## src/rtl/cim_mem_arbiter_pkg.sv

```systemverilog
// Shared constants and types for the CiM temporary-result storage arbiter.
// Source indices follow MEM_ACCESS_SRC_T. Each source owns one bit in every
// per-source request vector and one slice in every packed per-source table.
package cim_mem_arbiter_pkg;

  // Every unit that can reach the CiM temporary-result storage
  typedef enum logic [2:0] {
    MEM_SRC_BUS_FSM        = 3'd0,
    MEM_SRC_LOGIC_FSM      = 3'd1,
    MEM_SRC_DATA_FILL_FSM  = 3'd2,
    MEM_SRC_DENSE_BCST_FSM = 3'd3,
    MEM_SRC_MAC            = 3'd4,
    MEM_SRC_LAYERNORM      = 3'd5,
    MEM_SRC_SOFTMAX        = 3'd6
  } MEM_ACCESS_SRC_T;

  localparam int MEM_ACCESS_SRC_NUM        = 7;
  // Deliberately not a power of two, so the address bus can express
  // out-of-range addresses
  localparam int TEMP_RES_STORAGE_SIZE_CIM = 200;
  localparam int N_STORAGE                 = 16;

  // Storage read latency, counted from the registered enable to the sample
  localparam int CIM_MEM_RD_LAT   = 1;
  // Consecutive locked grants allowed before a burst is forcibly broken
  localparam int CIM_MEM_MAX_LOCK = 64;

endpackage

```

## src/rtl/cim_mem_arbiter_rr.sv

```systemverilog
// rr_arbiter: combinational round-robin priority picker.
// Ports:
//   req   - request vector, one bit per requester
//   ptr   - index that has the highest priority this cycle
//   grant - one-hot grant, or zero when nothing requests
//   idx   - binary index of the granted requester (0 when there is no grant)
//   any   - high when some requester was granted
module rr_arbiter #(
  parameter int N     = 7,
  parameter int IDX_W = 3
) (
  input  logic [N-1:0]     req,
  input  logic [IDX_W-1:0] ptr,
  output logic [N-1:0]     grant,
  output logic [IDX_W-1:0] idx,
  output logic             any
);

  // Walk the requesters from ptr upward, wrapping at N-1, and keep the first hit
  always_comb begin
    int cand;
    grant = '0;
    idx   = '0;
    any   = 1'b0;
    cand  = 0;
    for (int k = 0; k < N; k++) begin
      cand = (int'(ptr) + k) % N;
      if (!any && req[cand]) begin
        any         = 1'b1;
        grant[cand] = 1'b1;
        idx         = IDX_W'(cand);
      end
    end
  end

endmodule

```

## src/rtl/cim_mem_arbiter.sv

```systemverilog
// cim_mem_arbiter: shares the single-port CiM temporary-result storage among
// all memory-access sources. Each cycle it grants one read or write by
// round-robin arbitration. A source can lock the grant for a burst; a lock is
// forcibly released after MAX_LOCK consecutive locked grants. The memory
// command is registered, and read data returns with a one-hot rd_valid aimed
// at the source that issued the read.
// Ports:
//   clk, rst                  - clock, asynchronous active-high reset
//   read_req_src/write_req_src - per-source read/write requests
//   lock_src                  - per-source burst lock request
//   addr_table, write_data    - packed per-source address / write data
//   grant                     - combinational one-hot grant for this cycle
//   rd_valid, rd_data         - read return to the requesting source
//   mem_en/we/addr/wdata      - registered storage command
//   mem_rdata                 - storage read data
//   err_rdwr, err_oob, err_lock_to - sticky error flags
module cim_mem_arbiter
  import cim_mem_arbiter_pkg::*;
#(
  parameter int N_SRC    = MEM_ACCESS_SRC_NUM,
  parameter int DEPTH    = TEMP_RES_STORAGE_SIZE_CIM,
  parameter int ADDR_W   = $clog2(TEMP_RES_STORAGE_SIZE_CIM),
  parameter int DATA_W   = N_STORAGE,
  parameter int RD_LAT   = CIM_MEM_RD_LAT,
  parameter int MAX_LOCK = CIM_MEM_MAX_LOCK
) (
  input  logic                     clk,
  input  logic                     rst,
  input  logic [N_SRC-1:0]         read_req_src,
  input  logic [N_SRC-1:0]         write_req_src,
  input  logic [N_SRC-1:0]         lock_src,
  input  logic [N_SRC*ADDR_W-1:0]  addr_table,
  input  logic [N_SRC*DATA_W-1:0]  write_data,
  output logic [N_SRC-1:0]         grant,
  output logic [N_SRC-1:0]         rd_valid,
  output logic [DATA_W-1:0]        rd_data,
  output logic                     mem_en,
  output logic                     mem_we,
  output logic [ADDR_W-1:0]        mem_addr,
  output logic [DATA_W-1:0]        mem_wdata,
  input  logic [DATA_W-1:0]        mem_rdata,
  output logic                     err_rdwr,
  output logic                     err_oob,
  output logic                     err_lock_to
);

  localparam int IDX_W = (N_SRC > 1) ? $clog2(N_SRC) : 1;
  localparam int CNT_W = $clog2(MAX_LOCK + 1);

  logic [N_SRC-1:0]  req;
  logic [IDX_W-1:0]  rr_ptr;
  logic [N_SRC-1:0]  rr_grant;
  logic [IDX_W-1:0]  rr_idx;
  logic              rr_any;

  logic              lock_valid;
  logic [IDX_W-1:0]  lock_owner;
  logic [CNT_W-1:0]  lock_cnt;
  logic              lock_mode;
  logic [CNT_W-1:0]  lock_cnt_inc;
  logic              lock_expire;

  logic [N_SRC-1:0]  grant_c;
  logic [IDX_W-1:0]  g_idx;
  logic              g_any;
  logic [ADDR_W-1:0] g_addr;
  logic [DATA_W-1:0] g_wdata;
  logic              g_write;
  logic              g_read;
  logic              g_oob;
  logic              g_locked;
  logic [IDX_W-1:0]  rr_ptr_next;

  logic [RD_LAT-1:0]            tag_valid;
  logic [RD_LAT-1:0]            tag_oob;
  logic [RD_LAT-1:0][N_SRC-1:0] tag_src;

  assign req = read_req_src | write_req_src;

  rr_arbiter #(
    .N     (N_SRC),
    .IDX_W (IDX_W)
  ) u_rr (
    .req   (req),
    .ptr   (rr_ptr),
    .grant (rr_grant),
    .idx   (rr_idx),
    .any   (rr_any)
  );

  // The lock owner keeps the grant only while it still requests and still
  // asserts lock; otherwise the round-robin picker decides.
  always_comb begin
    lock_mode = lock_valid && req[lock_owner] && lock_src[lock_owner];
    grant_c   = rr_grant;
    g_idx     = rr_idx;
    g_any     = rr_any;
    if (lock_mode) begin
      grant_c             = '0;
      grant_c[lock_owner] = 1'b1;
      g_idx               = lock_owner;
      g_any               = 1'b1;
    end
  end

  assign grant = grant_c;

  // Decode the granted source's operation. Write beats read when a source
  // raises both, so a conflicting source never gets a read return.
  always_comb begin
    g_addr       = addr_table[int'(g_idx)*ADDR_W +: ADDR_W];
    g_wdata      = write_data[int'(g_idx)*DATA_W +: DATA_W];
    g_write      = write_req_src[g_idx];
    g_read       = read_req_src[g_idx] & ~g_write;
    g_locked     = lock_src[g_idx];
    g_oob        = ({1'b0, g_addr} >= (ADDR_W+1)'(DEPTH));
    lock_cnt_inc = lock_mode ? (lock_cnt + CNT_W'(1)) : CNT_W'(1);
    lock_expire  = (int'(lock_cnt_inc) >= MAX_LOCK);
    rr_ptr_next  = (int'(g_idx) == N_SRC-1) ? '0 : (g_idx + IDX_W'(1));
  end

  // Arbitration state: the pointer moves past every granted source, including
  // locked grants, so a forced release resumes right after the owner.
  always_ff @(posedge clk or posedge rst) begin
    if (rst) begin
      rr_ptr      <= '0;
      lock_valid  <= 1'b0;
      lock_owner  <= '0;
      lock_cnt    <= '0;
      err_lock_to <= 1'b0;
    end else begin
      if (g_any) rr_ptr <= rr_ptr_next;
      if (g_any && g_locked && !lock_expire) begin
        lock_valid <= 1'b1;
        lock_owner <= g_idx;
        lock_cnt   <= lock_cnt_inc;
      end else begin
        lock_valid <= 1'b0;
        lock_cnt   <= '0;
      end
      if (g_any && g_locked && lock_expire) err_lock_to <= 1'b1;
    end
  end

  // Command stage: out-of-range grants are issued but never reach the macro
  always_ff @(posedge clk or posedge rst) begin
    if (rst) begin
      mem_en    <= 1'b0;
      mem_we    <= 1'b0;
      mem_addr  <= '0;
      mem_wdata <= '0;
      err_oob   <= 1'b0;
      err_rdwr  <= 1'b0;
    end else begin
      mem_en <= g_any & ~g_oob;
      if (g_any) begin
        mem_we    <= g_write;
        mem_addr  <= g_addr;
        mem_wdata <= g_wdata;
      end
      if (g_any && g_oob) err_oob <= 1'b1;
      if (|(read_req_src & write_req_src)) err_rdwr <= 1'b1;
    end
  end

  // Read tags travel alongside the command. An out-of-range read still returns
  // zero data so its requester does not wait forever.
  always_ff @(posedge clk or posedge rst) begin
    if (rst) begin
      tag_valid <= '0;
      tag_oob   <= '0;
      tag_src   <= '0;
      rd_valid  <= '0;
      rd_data   <= '0;
    end else begin
      tag_valid[0] <= g_any & g_read;
      tag_oob[0]   <= g_oob;
      tag_src[0]   <= grant_c;
      for (int k = 1; k < RD_LAT; k++) begin
        tag_valid[k] <= tag_valid[k-1];
        tag_oob[k]   <= tag_oob[k-1];
        tag_src[k]   <= tag_src[k-1];
      end
      if (tag_valid[RD_LAT-1]) begin
        rd_valid <= tag_src[RD_LAT-1];
        rd_data  <= tag_oob[RD_LAT-1] ? '0 : mem_rdata;
      end else begin
        rd_valid <= '0;
        rd_data  <= '0;
      end
    end
  end

endmodule

```

## config.mk

```make
export PLATFORM = sky130hd
export DESIGN_NAME = cim_mem_arbiter
export DESIGN_NICKNAME = d
export VERILOG_FILES = /design/src/rtl/cim_mem_arbiter_pkg.sv /design/src/rtl/cim_mem_arbiter_rr.sv /design/src/rtl/cim_mem_arbiter.sv
export SDC_FILE = /design/constraint.sdc
export NUM_CORES = 1
export LEC_CHECK = 0
export CORE_MARGIN = 2
export CORE_UTILIZATION = 39
export DETAILED_ROUTE_END_ITERATION = 6
export GPL_ROUTABILITY_DRIVEN = 0
export PLACE_DENSITY_LB_ADDON = 0.2
export SYNTH_ARGS = -nofsm -noshare
export SYNTH_HDL_FRONTEND = slang
export SYNTH_HIERARCHICAL = 1
export SYNTH_SLANG_ARGS = --single-unit
```

## constraint.sdc

```tcl
create_clock -name clk -period 14 [get_ports clk]
set_input_delay 2.8 -clock clk [delete_from_list [all_inputs] [get_ports clk]]
set_output_delay 2.8 -clock clk [all_outputs]
set_load 0.01 [all_outputs]
```

* Word level (Yosys, flattened, before mapping) *
Index checks and enable logic that the tools add are counted.
Widths: inputs -> output; s select.

word-level totals
  register bits = 75
  latch bits = 0
  memory bits (writable) = 0
  ROM bits = 0
  input port bits = 207
  output and inout bits = 59
  word-level logic and storage cells = 172
  memories kept = 0

operators by class
  $add $sub $neg = 8
  multiply operators = 0
  divide/modulo/power cells = 7
  order comparisons = 19
  equality and inequality tests = 1
  shift-type cells = 2
  muxes and demuxes = 78
  bitwise operators = 13
  reductions and logical operators = 28

operators by type and width
  cell                   number
  $ge 32x1->1 const B    7
  $lt 32x5->1 const B    7
  $mod 32x4->32 const B  6
  $shiftx 112x8->16      1
  $mux 7                 11
  $shiftx 56x7->8        1
  $or 7x7->7             7
  $bmux 1 s3             12
  $mux 1                 36
  $mod 4x4->32 const B   1
  $mux 16                2
  $mux 3                 9
  $demux 1 s3            8
  $logic_and 1x1->1      20
  $add 3x3->4 const B    3
  $add 3x2->4 const B    2
  $ge 8x8->1 const B     1
  $lt 3x4->1 const B     2
  $add 7x1->7 const B    1
  $and 7x7->7            1
  $ge 7x7->1 const B     1
  $logic_not 1->1        7
  $reduce_or 7->1        1
  $add 3x1->4 const B    1
  other kinds (5)        8

* Depth between registers and ports, before layout *
Gate-level depths: netlist of the first run.

  depth in word-level cells = 29
  depth in mapped cells = 30
  mapped depth without buffers = 21

* By module *
The synthesis of the first run kept the hierarchy.

by module, submodules not included
  module           instances  cells each  area an instance (µm²)  seq. area each (µm²)
  cim_mem_arbiter  1          500         4,697.0                 1,876.8
  rr_arbiter       1          509         3,423.3                 0.0

* Worst setup path after synthesis of the first run *
No wires, ideal clock.

  path kind = input port to output port
  start point = input write_req_src[1]
  end point = output grant[3]
  data arrival time = 5,449 ps
  data required time = 11,200 ps
  path slack = 5,751 ps
  stages = 14
  buffers on the path = 2
  cell sequence = or2_2 > clkbuf_1 > and2_1 > a211oi_1 > o221ai_1 > a22oi_1 > a221o_1 > o211ai_2 > buf_2 > or3_4 > or3b_1 > nand4_1 > nand2_1 > o31ai_1

on the way
  word-level cells in the longest chain between the ends = 24
  elaborated cells between the ends (all ways) = 58
  those cells by class = mux (37); bitwise (7); reduce/logical (14)

ends and longest elaborated chain
  what                                        RTL line                  RTL
  from (decl)                                 cim_mem_arbiter.sv:30     input logic [N_SRC-1:0] write_req_src,
  $or 7x7->7 *                                cim_mem_arbiter.sv:78     assign req = read_req_src | write_req_src;
  $bmux 1 s3                                  cim_mem_arbiter_rr.sv:28  if (!any && req[cand]) begin
  $mux 1 (implied by the code) (2 in series)  cim_mem_arbiter_rr.sv:28
  $mux 1                                      cim_mem_arbiter_rr.sv:28
  $logic_not 1->1                             cim_mem_arbiter_rr.sv:28
  $logic_and 1x1->1                           cim_mem_arbiter_rr.sv:28
  $mux 1                                      cim_mem_arbiter_rr.sv:28
  $logic_not 1->1                             cim_mem_arbiter_rr.sv:28
  (+8 left out)                               n/a
  $logic_not 1->1                             cim_mem_arbiter_rr.sv:28
  $logic_and 1x1->1                           cim_mem_arbiter_rr.sv:28
  $mux 1                                      cim_mem_arbiter_rr.sv:28
  $logic_not 1->1                             cim_mem_arbiter_rr.sv:28
  $logic_and 1x1->1                           cim_mem_arbiter_rr.sv:28
  $mux 7 *                                    cim_mem_arbiter_rr.sv:28
  via rr_grant[3]                             cim_mem_arbiter.sv:52     logic [N_SRC-1:0] rr_grant;
  $mux 7 *                                    cim_mem_arbiter.sv:98     if (lock_mode) begin
  to (decl)                                   cim_mem_arbiter.sv:34     output logic [N_SRC-1:0] grant,

The timed path passes the listed nets; every way through them passes the cells marked *. The select of a mux whose other input is x is not followed.

* Worst setup path in the final report of the first run *
  start point = input write_req_src[6]
  end point = output grant[6]

on the way
  word-level cells in the longest chain between the ends = 24
  elaborated cells between the ends (all ways) = 58
  those cells by class = mux (37); bitwise (7); reduce/logical (14)

ends and longest elaborated chain
  what                                        RTL line                  RTL
  $or 7x7->7 *                                cim_mem_arbiter.sv:78
  via req[6]                                  cim_mem_arbiter.sv:50     logic [N_SRC-1:0] req;
  $bmux 1 s3                                  cim_mem_arbiter_rr.sv:28
  $mux 1 (implied by the code) (2 in series)  cim_mem_arbiter_rr.sv:28
  $mux 1                                      cim_mem_arbiter_rr.sv:28
  $logic_not 1->1                             cim_mem_arbiter_rr.sv:28
  $logic_and 1x1->1                           cim_mem_arbiter_rr.sv:28
  $mux 1                                      cim_mem_arbiter_rr.sv:28
  (+9 left out)                               n/a
  $logic_not 1->1                             cim_mem_arbiter_rr.sv:28
  $logic_and 1x1->1                           cim_mem_arbiter_rr.sv:28
  $mux 1                                      cim_mem_arbiter_rr.sv:28
  $logic_not 1->1                             cim_mem_arbiter_rr.sv:28
  $logic_and 1x1->1                           cim_mem_arbiter_rr.sv:28
  $mux 7 *                                    cim_mem_arbiter_rr.sv:28
  via rr_grant[6]                             cim_mem_arbiter.sv:52
  $mux 7 *                                    cim_mem_arbiter.sv:98

Marks and branches as above.

==> key figures, run 1 <==
Status
  • Status: complete, no violations

Place
  • Detail Placement HPWL: 22740 µm
  • Dpl cells: 1474
  • Port Buf Inserts: 265

Critical path
  • CP most frequent cell: clkdlybuf4s50_1
  • Critical path class: in2out
  • CP endpoint kind: output pin
  • Critical Path Fanout Max: 13
  • CP cell instances: clkdlybuf4s50_1 > or2_1 > nor2b_1 > o32ai_1 > a221o_1 > o211ai_2 > or3_4 > or3b_1 > nand4_1 > nand2_1 > o31ai_1 > clkdlybuf4s50_1
  • Req. time, crit path: 11.20 ns
  • Slowest-stage cell, CP: clkdlybuf4s50_1
  • Worst Path Arrival: 6.83 ns
  • Critical Path Source Type: input pin
  • Worst stage delay on the critical path: 0.62 ns

Finish
  • Register area: 1878 µm²
  • Finished Layout Cells: 1490
  • Multi-input logic area: 5787 µm²
  • Diodes inserted: 0
  • Final #Nets: 1446
  • Layout area overhead: 36.78%
  • Layout cell share with drive strength beyond 1: 0.07295
  • # fillers: 1955

Timing
  • Skew final: 0.005606 ns
  • Worst Max-Slew Pin Slew: 1.139 ns
  • Tcrit/Tclk final: 0.6880
  • Setup TNS: 0 ns
  • Max-slew violation count: 0
  • RSZ-0062 raised after global routing: false
  • Final hold vios: 0
  • Max transition margin: 0.2410
  • Fmax: 103.8 MHz
  • Fin Hold WS: 0.4557 ns
  • Final setup vio count: 0
  • Final min period: 9.633 ns

Route
  • Drc violations: 0
  • Met2 Routed Length: 14230 µm
  • Max layer used: met4
  • Iter 0 DRT Violations: 839
  • Post-route ant nets: 0
  • WL met3: 2384 µm
  • M1 WL: 11790 µm
  • Routed vias/inst: 5.976
  • Vias: 8904
  • DR pass1 iterations: 6
  • Drt wl/cell: 19.67 µm
  • Drt total wl: 29310 µm

Synthesis
  • Post-synth top cells: 105 x mux2i_1, 94 x nand2_1, 80 x nor2_1
  • Cell with the most instances after synthesis: mux2i_1
  • Post-synth top area cell: dfrtp_1
  • Number of flops mapped to enable cells by yosys: 0
  • Seq/Total Area, Yosys: 0.2311
  • Dominant synthesized flop cell: dfrtp_1
  • Mapped Cells: 1009
  • #FFs+latches synth: 75
  • Cells taking the most area after synthesis: dfrtp_1 23%, mux2i_1 13%, a21oi_1 4.4%
  • Synth top area share: 0.2311
  • Syn nets: 1240
  • Distinct cells, synth: 104
  • Synth warnings: 6
  • Post-Syn Area per Cell: 8.048 µm²
  • Asr flop ratio synth: 1.000
  • Mapped Area: 8120 µm²

CTS
  • Post-CTS sizing: 0
  • Inserted Clock Buffers: 9
  • Hold-fix buffers at CTS: 0
  • Root buffer cell: clkbuf_16
  • H-tree levels: 3
  • Post-CTS setup buffers: 0
  • Clock sinks: 75
  • Later-pin clock latency in the skew report: 0.34 ns
  • CTS Buffer Depth: 2
  • Clock slew at reported path FFs: 0.06 ns
  • TritonCTS clock tree: yes

Hold path
  • Hold WC Path Type: reg2reg

GRT
  • Total GRT Usage: 0.2589
  • Total congestion overflow: 0
  • Vias in the first global route: 8512
  • Initial antenna violation count: 0
  • Largest net degree at the start of global routing: 76
  • First-pass GRT wire length: 45540 µm

Die
  • Die H: 148.3 µm
  • IO Pins: 266
  • Row count: 52
  • Core Area: 20360 µm²
  • Chip Width: 148.3 µm
  • Die area: 21990 µm²
  • Initial Utilization: 0.3987

Flow run
  • Max Cap Viol: 0
-- layer usage --
metal	vias to the layer above	GRT usage
li1	4159	-
met1	4209	0.3281
met2	467	0.4384
met3	69	0.05675
met4	0	0.08429
met5	-	0
-- sequential cells by signal, summed over array words and instances, names as in the netlist --
register     flops
lock_owner       3
rd_data         16
tag_src          7
rr_ptr           3
mem_wdata       16
lock_cnt         7
err_rdwr         1
mem_en           1
mem_addr         8
err_oob          1
tag_oob          1
mem_we           1
lock_valid       1
err_lock_to      1
rd_valid         7
tag_valid        1
-- final timing paths --
path / start / to / slack [ns] / depth (start not counted)
max in group asynchronous: rst / rr_ptr[0]$_DFFE_PP0P_ / 10.25 / 3
setup reg to reg: rr_ptr[0]$_DFFE_PP0P_ / lock_owner[1]$_DFFE_PP0P_ / 6.25 / 23
min in group asynchronous: rst / rd_data[13]$_DFF_PP0_ / 3.06 / 3
setup / recovery: write_req_src[6] / grant[6] / 4.37 / 12
hold / removal: tag_src[2]$_DFF_PP0_ / rd_valid[2]$_DFF_PP0_ / 0.46 / 1
hold reg to reg: tag_src[2]$_DFF_PP0_ / rd_valid[2]$_DFF_PP0_ / 0.46 / 1
-- metrics by stage --
stage          utilization  setup slack, ns  cell area [µm²]
6_report            0.5454            4.367            11110
5_1_grt             0.5454            4.043            11110
4_1_cts             0.5454            4.428            11110
3_5_place_dp        0.5314            4.444            10820
3_3_place_gp        0.5314            4.508            10820
2_1_floorplan            -            5.751             8120
-- logic make-up (layout without fill, tap and decap cells) --
kind of cell / count (synthesis) / after routing / synth area share
other cells: 1 / 1 / 0.0004618
flops: 75 / 75 / 0.2311
simple gates: 346 / 346 / 0.2180
mux: 127 / 127 / 0.1627
buf+inv: 107 / 318 / 0.05886
compound gates: 313 / 313 / 0.2737
xor+xnor: 16 / 16 / 0.01726
fa+ha+maj: 24 / 24 / 0.03791
-- layout make-up --
cell class                      count  area share
Clock buffer                        9     0.02028
Clock inverter                      7    0.005407
Inverter                           30     0.01025
Multi-Input combinational cell    827      0.5210
Sequential cell                    75      0.1691
Tap cell                          270     0.03042
Timing Repair Buffer              272      0.2436
-- placed cells by master, fill, tap and decap left out, types with 5 or more instances in the layout --
master / instances
o21ai_1: 7
nand2_1: 93
xnor2_1: 11
a211oi_1: 10
a31oi_1: 13
nand4_1: 8
a32oi_1: 7
o211ai_1: 27
nor2_1: 80
xor2_1: 5
or2_2: 10
a22oi_1: 6
o21bai_1: 5
clkdlybuf4s50_1: 265
nand2b_1: 13
a21o_1: 8
inv_1: 25
o2111ai_1: 9
and3_1: 6
a21oi_1: 72
clkbuf_16: 9
mux2_2: 15
ha_1: 23
buf_4: 7
o221ai_1: 10
o31ai_1: 12
mux2i_1: 105
o21ai_0: 55
nor3_1: 16
a221o_1: 5
and2_1: 31
nor2b_1: 15
mux2_1: 5
a221oi_1: 7
nand3_1: 37
dfrtp_1: 74
-- critical path: cells and delay by family --
kind	cells	cell delay (ns)
compound gates	4	1.23
buf+inv	2	1.10
simple gates	6	1.69
Power of run 1 is left out: the tool's default activity adds up to more than one toggle a clock period on the data nets, which glitch-free logic cannot reach.
==> inputs of run 2 (changes only) <==
- clock period: 14 -> 9.3 ns (I/O delays scaled with it)
==> key figures, run 2 (same netlist as run 1, synthesis figures left out) <==
CTS
  • Inserted Clock Buffers: 9
  • Later-pin clock latency in the skew report: 0.34 ns
  • Post-CTS setup buffers: 0
  • CTS Buffer Depth: 2
  • Root buffer cell: clkbuf_16
  • Hold-fix buffers at CTS: 0
  • Clock slew at reported path FFs: 0.06 ns
  • Clock sinks: 75
  • TritonCTS clock tree: yes
  • Post-CTS sizing: 0
  • H-tree levels: 3

Route
  • Post-route ant nets: 0
  • Routed vias/inst: 5.900
  • Iter 0 DRT Violations: 838
  • Drt wl/cell: 19.50 µm
  • Vias: 8808
  • Drt total wl: 29120 µm
  • DR pass1 iterations: 5
  • Drc violations: 0

Finish
  • Layout area overhead: 37.27%
  • Layout cell share with drive strength beyond 1: 0.07447
  • Most common cell after layout, fill and taps aside: clkdlybuf4s50_1
  • Final #Nets: 1448
  • Biggest regs: mem_wdata: 16 flops, rd_data: 16 flops, mem_addr: 8 flops
  • # fillers: 1898
  • Most frequent cells in the layout: 265 x clkdlybuf4s50_1, 105 x mux2i_1, 93 x nand2_1

Die
  • IO Pins: 266
  • Core Area: 20360 µm²
  • Die H: 148.3 µm
  • Chip Width: 148.3 µm
  • Initial Utilization: 0.3987
  • Row count: 52
  • Die area: 21990 µm²

Timing
  • Final hold vios: 0
  • Skew final: 0.005212 ns
  • Tcrit/Tclk final: 0.8718
  • Max transition margin: 0.2613
  • Setup TNS: 0 ns
  • RSZ-0062 raised after global routing: false
  • Max-slew violation count: 0
  • Worst Max-Slew Pin Slew: 1.101 ns
  • Final setup vio count: 0
  • Final min period: 8.108 ns
  • Fmax: 123.3 MHz

Hold path
  • Hold Crit Start: tag_src[4]$_DFF_PP0_
  • Hold WC Path Type: reg2reg
  • Hold depth: 1
  • Worst hold path endpoint: rd_valid[4]$_DFF_PP0_

GRT
  • First-pass GRT wire length: 45410 µm
  • Initial antenna violation count: 0
  • Vias in the first global route: 8423
  • Total GRT Usage: 0.2587
  • Largest net degree at the start of global routing: 76
  • Total congestion overflow: 0

Critical path
  • CP cell instances: ha_1 > inv_1 > ha_1 > inv_1 > ha_1 > ha_1 > nand2_1 > o32ai_4 > o211a_4 > mux2_2 > and2_1 > o211ai_2 > nor3_1 > a221oi_1 > o221ai_1 > nand2_1 > o41ai_1 > clkdlybuf4s50_1
  • Crit-path leading delay family: compound AO/OA/AOI/OAI gates
  • R2R setup slack: 1.62 ns
  • Critical Path Fanout Max: 17
  • Critical Path Source Type: register
  • Worst stage delay on the critical path: 0.67 ns
  • Worst-case reg-to-reg path depth: 21
  • Req. time, crit path: 7.44 ns
  • CP endpoint kind: output pin
  • CP most frequent cell: ha_1
  • RR Startpoint: rr_ptr[1]$_DFFE_PP0P_
  • Worst Path Arrival: 6.25 ns
  • Critical path class: reg2out
  • Buffers and inverters on the worst path: 3
  • Slowest-stage cell, CP: dfrtp_1
  • FF-to-FF End: lock_owner[1]$_DFFE_PP0P_

Place
  • Port Buf Inserts: 265
  • Detail Placement HPWL: 22750 µm

Flow run
  • Max Cap Viol: 0

Status
  • Status: complete, no violations
-- run 2: cell count changes in the layout (fill, tap and decap cells not counted), sizes merged --
cell / before / now
buf: 7 / 9
bufinv: 0 / 1
clkinv: 3 / 2
clkinvlp: 3 / 2
diode: 0 / 1
inv: 31 / 32
-- run 2: how the worst max path moves through the flow --
stage / startpoint / slack [ns] / end / cells after the start
4_1_cts: rr_ptr[1]$_DFFE_PP0P_ / 1.30 / grant[3] / 18
2_1_floorplan: rr_ptr[0]$_DFFE_PP0P_ / 2.06 / grant[3] / 24
5_1_grt: rr_ptr[1]$_DFFE_PP0P_ / 0.81 / grant[5] / 17
3_5_place_dp: write_req_src[6] / 1.49 / grant[3] / 12
6_report: rr_ptr[1]$_DFFE_PP0P_ / 1.19 / grant[0] / 18
3_3_place_gp: write_req_src[6] / 1.56 / grant[3] / 12
-- run 2: metal layers --
layer  up-vias  share of wire  global-route usage
met5         -              0                   0
met1      4132           0.41              0.3312
met4         0          0.028             0.08143
li1       4179              -                   -
met3        57          0.077             0.05245
met2       440           0.49              0.4389
-- run 2: per-stage QoR --
| step | std cells | util | instance area [µm²] | worst slack, ns | hold slack (ns) |
|---|---|---|---|---|---|
| 6_report | 1493 | 0.5474 | 11150 | 1.192 | 0.4555 |
| 5_1_grt | 1492 | 0.5472 | 11140 | 0.8096 | 0.4700 |
| 4_1_cts | 1492 | 0.5472 | 11140 | 1.302 | 0.4576 |
| 3_5_place_dp | 1476 | 0.5321 | 10840 | 1.486 | 0.4429 |
| 3_3_place_gp | 1476 | 0.5321 | 10840 | 1.562 | 0.4365 |
| 2_1_floorplan | 1009 | - | 8120 | 2.060 | 0.4337 |
-- run 2: area by class of cell --
cell class / count / area, µm² / area share
Antenna cell: 1 / 2.502 / 0.0002245
Sequential cell: 75 / 1878 / 0.1685
Tap cell: 270 / 337.8 / 0.03031
Multi-Input combinational cell: 827 / 5787 / 0.5191
Inverter: 30 / 113.9 / 0.01021
Clock buffer: 9 / 225.2 / 0.02020
Timing Repair Buffer: 274 / 2720 / 0.2440
Clock inverter: 7 / 82.58 / 0.007408
Power of run 2 is left out for the same reason.
==> inputs of run 3 (changes only) <==
- SLEW_MARGIN: unset -> 20
==> key figures, run 3 (same netlist as run 1, synthesis figures left out) <==
Critical path
  • CP most frequent cell: ha_1
  • Critical Path Fanout Max: 17
  • FF-to-FF End: lock_owner[1]$_DFFE_PP0P_
  • CP endpoint kind: output pin
  • RR Startpoint: rr_ptr[1]$_DFFE_PP0P_
  • Slowest-stage cell, CP: dfrtp_1
  • CP cell instances: inv_1 > ha_1 > inv_1 > ha_1 > ha_1 > or4b_4 > o21ai_1 > o21ai_0 > o31a_1 > or2_1 > or3_4 > or3b_1 > nand4_1 > nand2_1 > o31ai_1 > clkdlybuf4s50_1
  • Buffers and inverters on the worst path: 3
  • Crit-path leading delay family: simple AND/OR/NAND/NOR gates
  • Req. time, crit path: 7.44 ns
  • Critical Path Source Type: register
  • Worst stage delay on the critical path: 0.67 ns
  • Worst Path Arrival: 6.21 ns
  • Critical path class: reg2out
  • Worst-case reg-to-reg path depth: 21
  • R2R setup slack: 1.59 ns

Route
  • Vias: 8799
  • Drt wl/cell: 19.57 µm
  • Drt total wl: 29210 µm
  • Iter 0 DRT Violations: 840
  • Post-route ant nets: 0
  • DR pass1 iterations: 6
  • Routed vias/inst: 5.894
  • Drc violations: 0

Finish
  • Final #Nets: 1448
  • Final cell utilization of the core: 0.5476
  • Most frequent cells in the layout: 265 x clkdlybuf4s50_1, 105 x mux2i_1, 93 x nand2_1
  • Layout cell share with drive strength beyond 1: 0.07529
  • # fillers: 1898
  • Biggest regs: mem_wdata: 16 flops, rd_data: 16 flops, mem_addr: 8 flops
  • Layout area overhead: 37.32%
  • Most common cell after layout, fill and taps aside: clkdlybuf4s50_1

Hold path
  • Worst hold path endpoint: rd_valid[4]$_DFF_PP0_
  • Hold depth: 1
  • Hold WC Path Type: reg2reg
  • Hold Crit Start: tag_src[4]$_DFF_PP0_

Flow run
  • Max Cap Viol: 0

CTS
  • CTS Buffer Depth: 2
  • Clock slew at reported path FFs: 0.06 ns
  • Post-CTS setup buffers: 0
  • TritonCTS clock tree: yes
  • Hold-fix buffers at CTS: 0
  • Later-pin clock latency in the skew report: 0.34 ns
  • Post-CTS sizing: 0
  • H-tree levels: 3
  • Root buffer cell: clkbuf_16
  • Inserted Clock Buffers: 9
  • Clock sinks: 75

Timing
  • Max-slew violation count: 0
  • Worst Max-Slew Pin Slew: 1.131 ns
  • Fmax: 123.9 MHz
  • Skew final: 0.007385 ns
  • Final min period: 8.068 ns
  • Final worst-path setup slack: 1.232 ns
  • Final setup vio count: 0
  • Final hold vios: 0
  • Tcrit/Tclk final: 0.8676
  • RSZ-0062 raised after global routing: false
  • Setup TNS: 0 ns
  • Max transition margin: 0.2408

Die
  • IO Pins: 266
  • Initial Utilization: 0.3987
  • Core Area: 20360 µm²
  • Row count: 52
  • Die H: 148.3 µm
  • Chip Width: 148.3 µm
  • Die area: 21990 µm²

Place
  • Dpl ws: 1.486 ns
  • Port Buf Inserts: 265
  • Detail Placement HPWL: 22750 µm

GRT
  • Initial antenna violation count: 0
  • First-pass GRT wire length: 45410 µm
  • Largest net degree at the start of global routing: 76
  • Total GRT Usage: 0.2587
  • Total congestion overflow: 0
  • Vias in the first global route: 8423

Status
  • Status: complete, no violations
run 3: cell counts in the layout (fill, tap and decap cells not counted):
Identical to the previous run, type by type.
run 3: per-stage QoR:
| stage | std cells | cell area (µm²) | hold WS (ns) |
|---|---|---|---|
| global placement | 1476 | 10840 | 0.4365 |
| CTS | 1492 | 11140 | 0.4576 |
| global route | 1492 | 11150 | 0.4700 |
| finish | 1493 | 11150 | 0.4554 |
| floorplan | 1009 | 8120 | 0.4337 |
| detailed placement | 1476 | 10840 | 0.4429 |
run 3: how the worst max path moves through the flow:
stage | cells past startpoint | start | to
after floorplan | 24 | rr_ptr[0]$_DFFE_PP0P_ | grant[3]
after global routing | 17 | rr_ptr[1]$_DFFE_PP0P_ | grant[5]
after global placement | 12 | write_req_src[6] | grant[3]
after detailed placement | 12 | write_req_src[6] | grant[3]
final | 16 | rr_ptr[1]$_DFFE_PP0P_ | grant[3]
after CTS | 18 | rr_ptr[1]$_DFFE_PP0P_ | grant[3]
run 3: area by class of cell:
type	count	area (µm²)	share of cell area
multi-input cells	827	5791	0.5193
repair buffers	274	2720	0.2439
diodes	1	2.502	0.0002244
clock inverters	7	82.58	0.007406
inverters	30	113.9	0.01021
well taps	270	337.8	0.03030
clock buffers	9	225.2	0.02020
flip-flops and latches	75	1878	0.1684
run 3: routing by layer:
layer  global-route usage  part of all wire  up-vias  wire (µm)
li1                     -                 -     4181          -
met1               0.3312              0.41     4108      11920
met2               0.4389              0.49      443      14220
met3              0.05245             0.076       67       2222
met4              0.08143             0.029        0        851
met5                    0                 0        -          0
Power of run 3 is left out for the same reason.
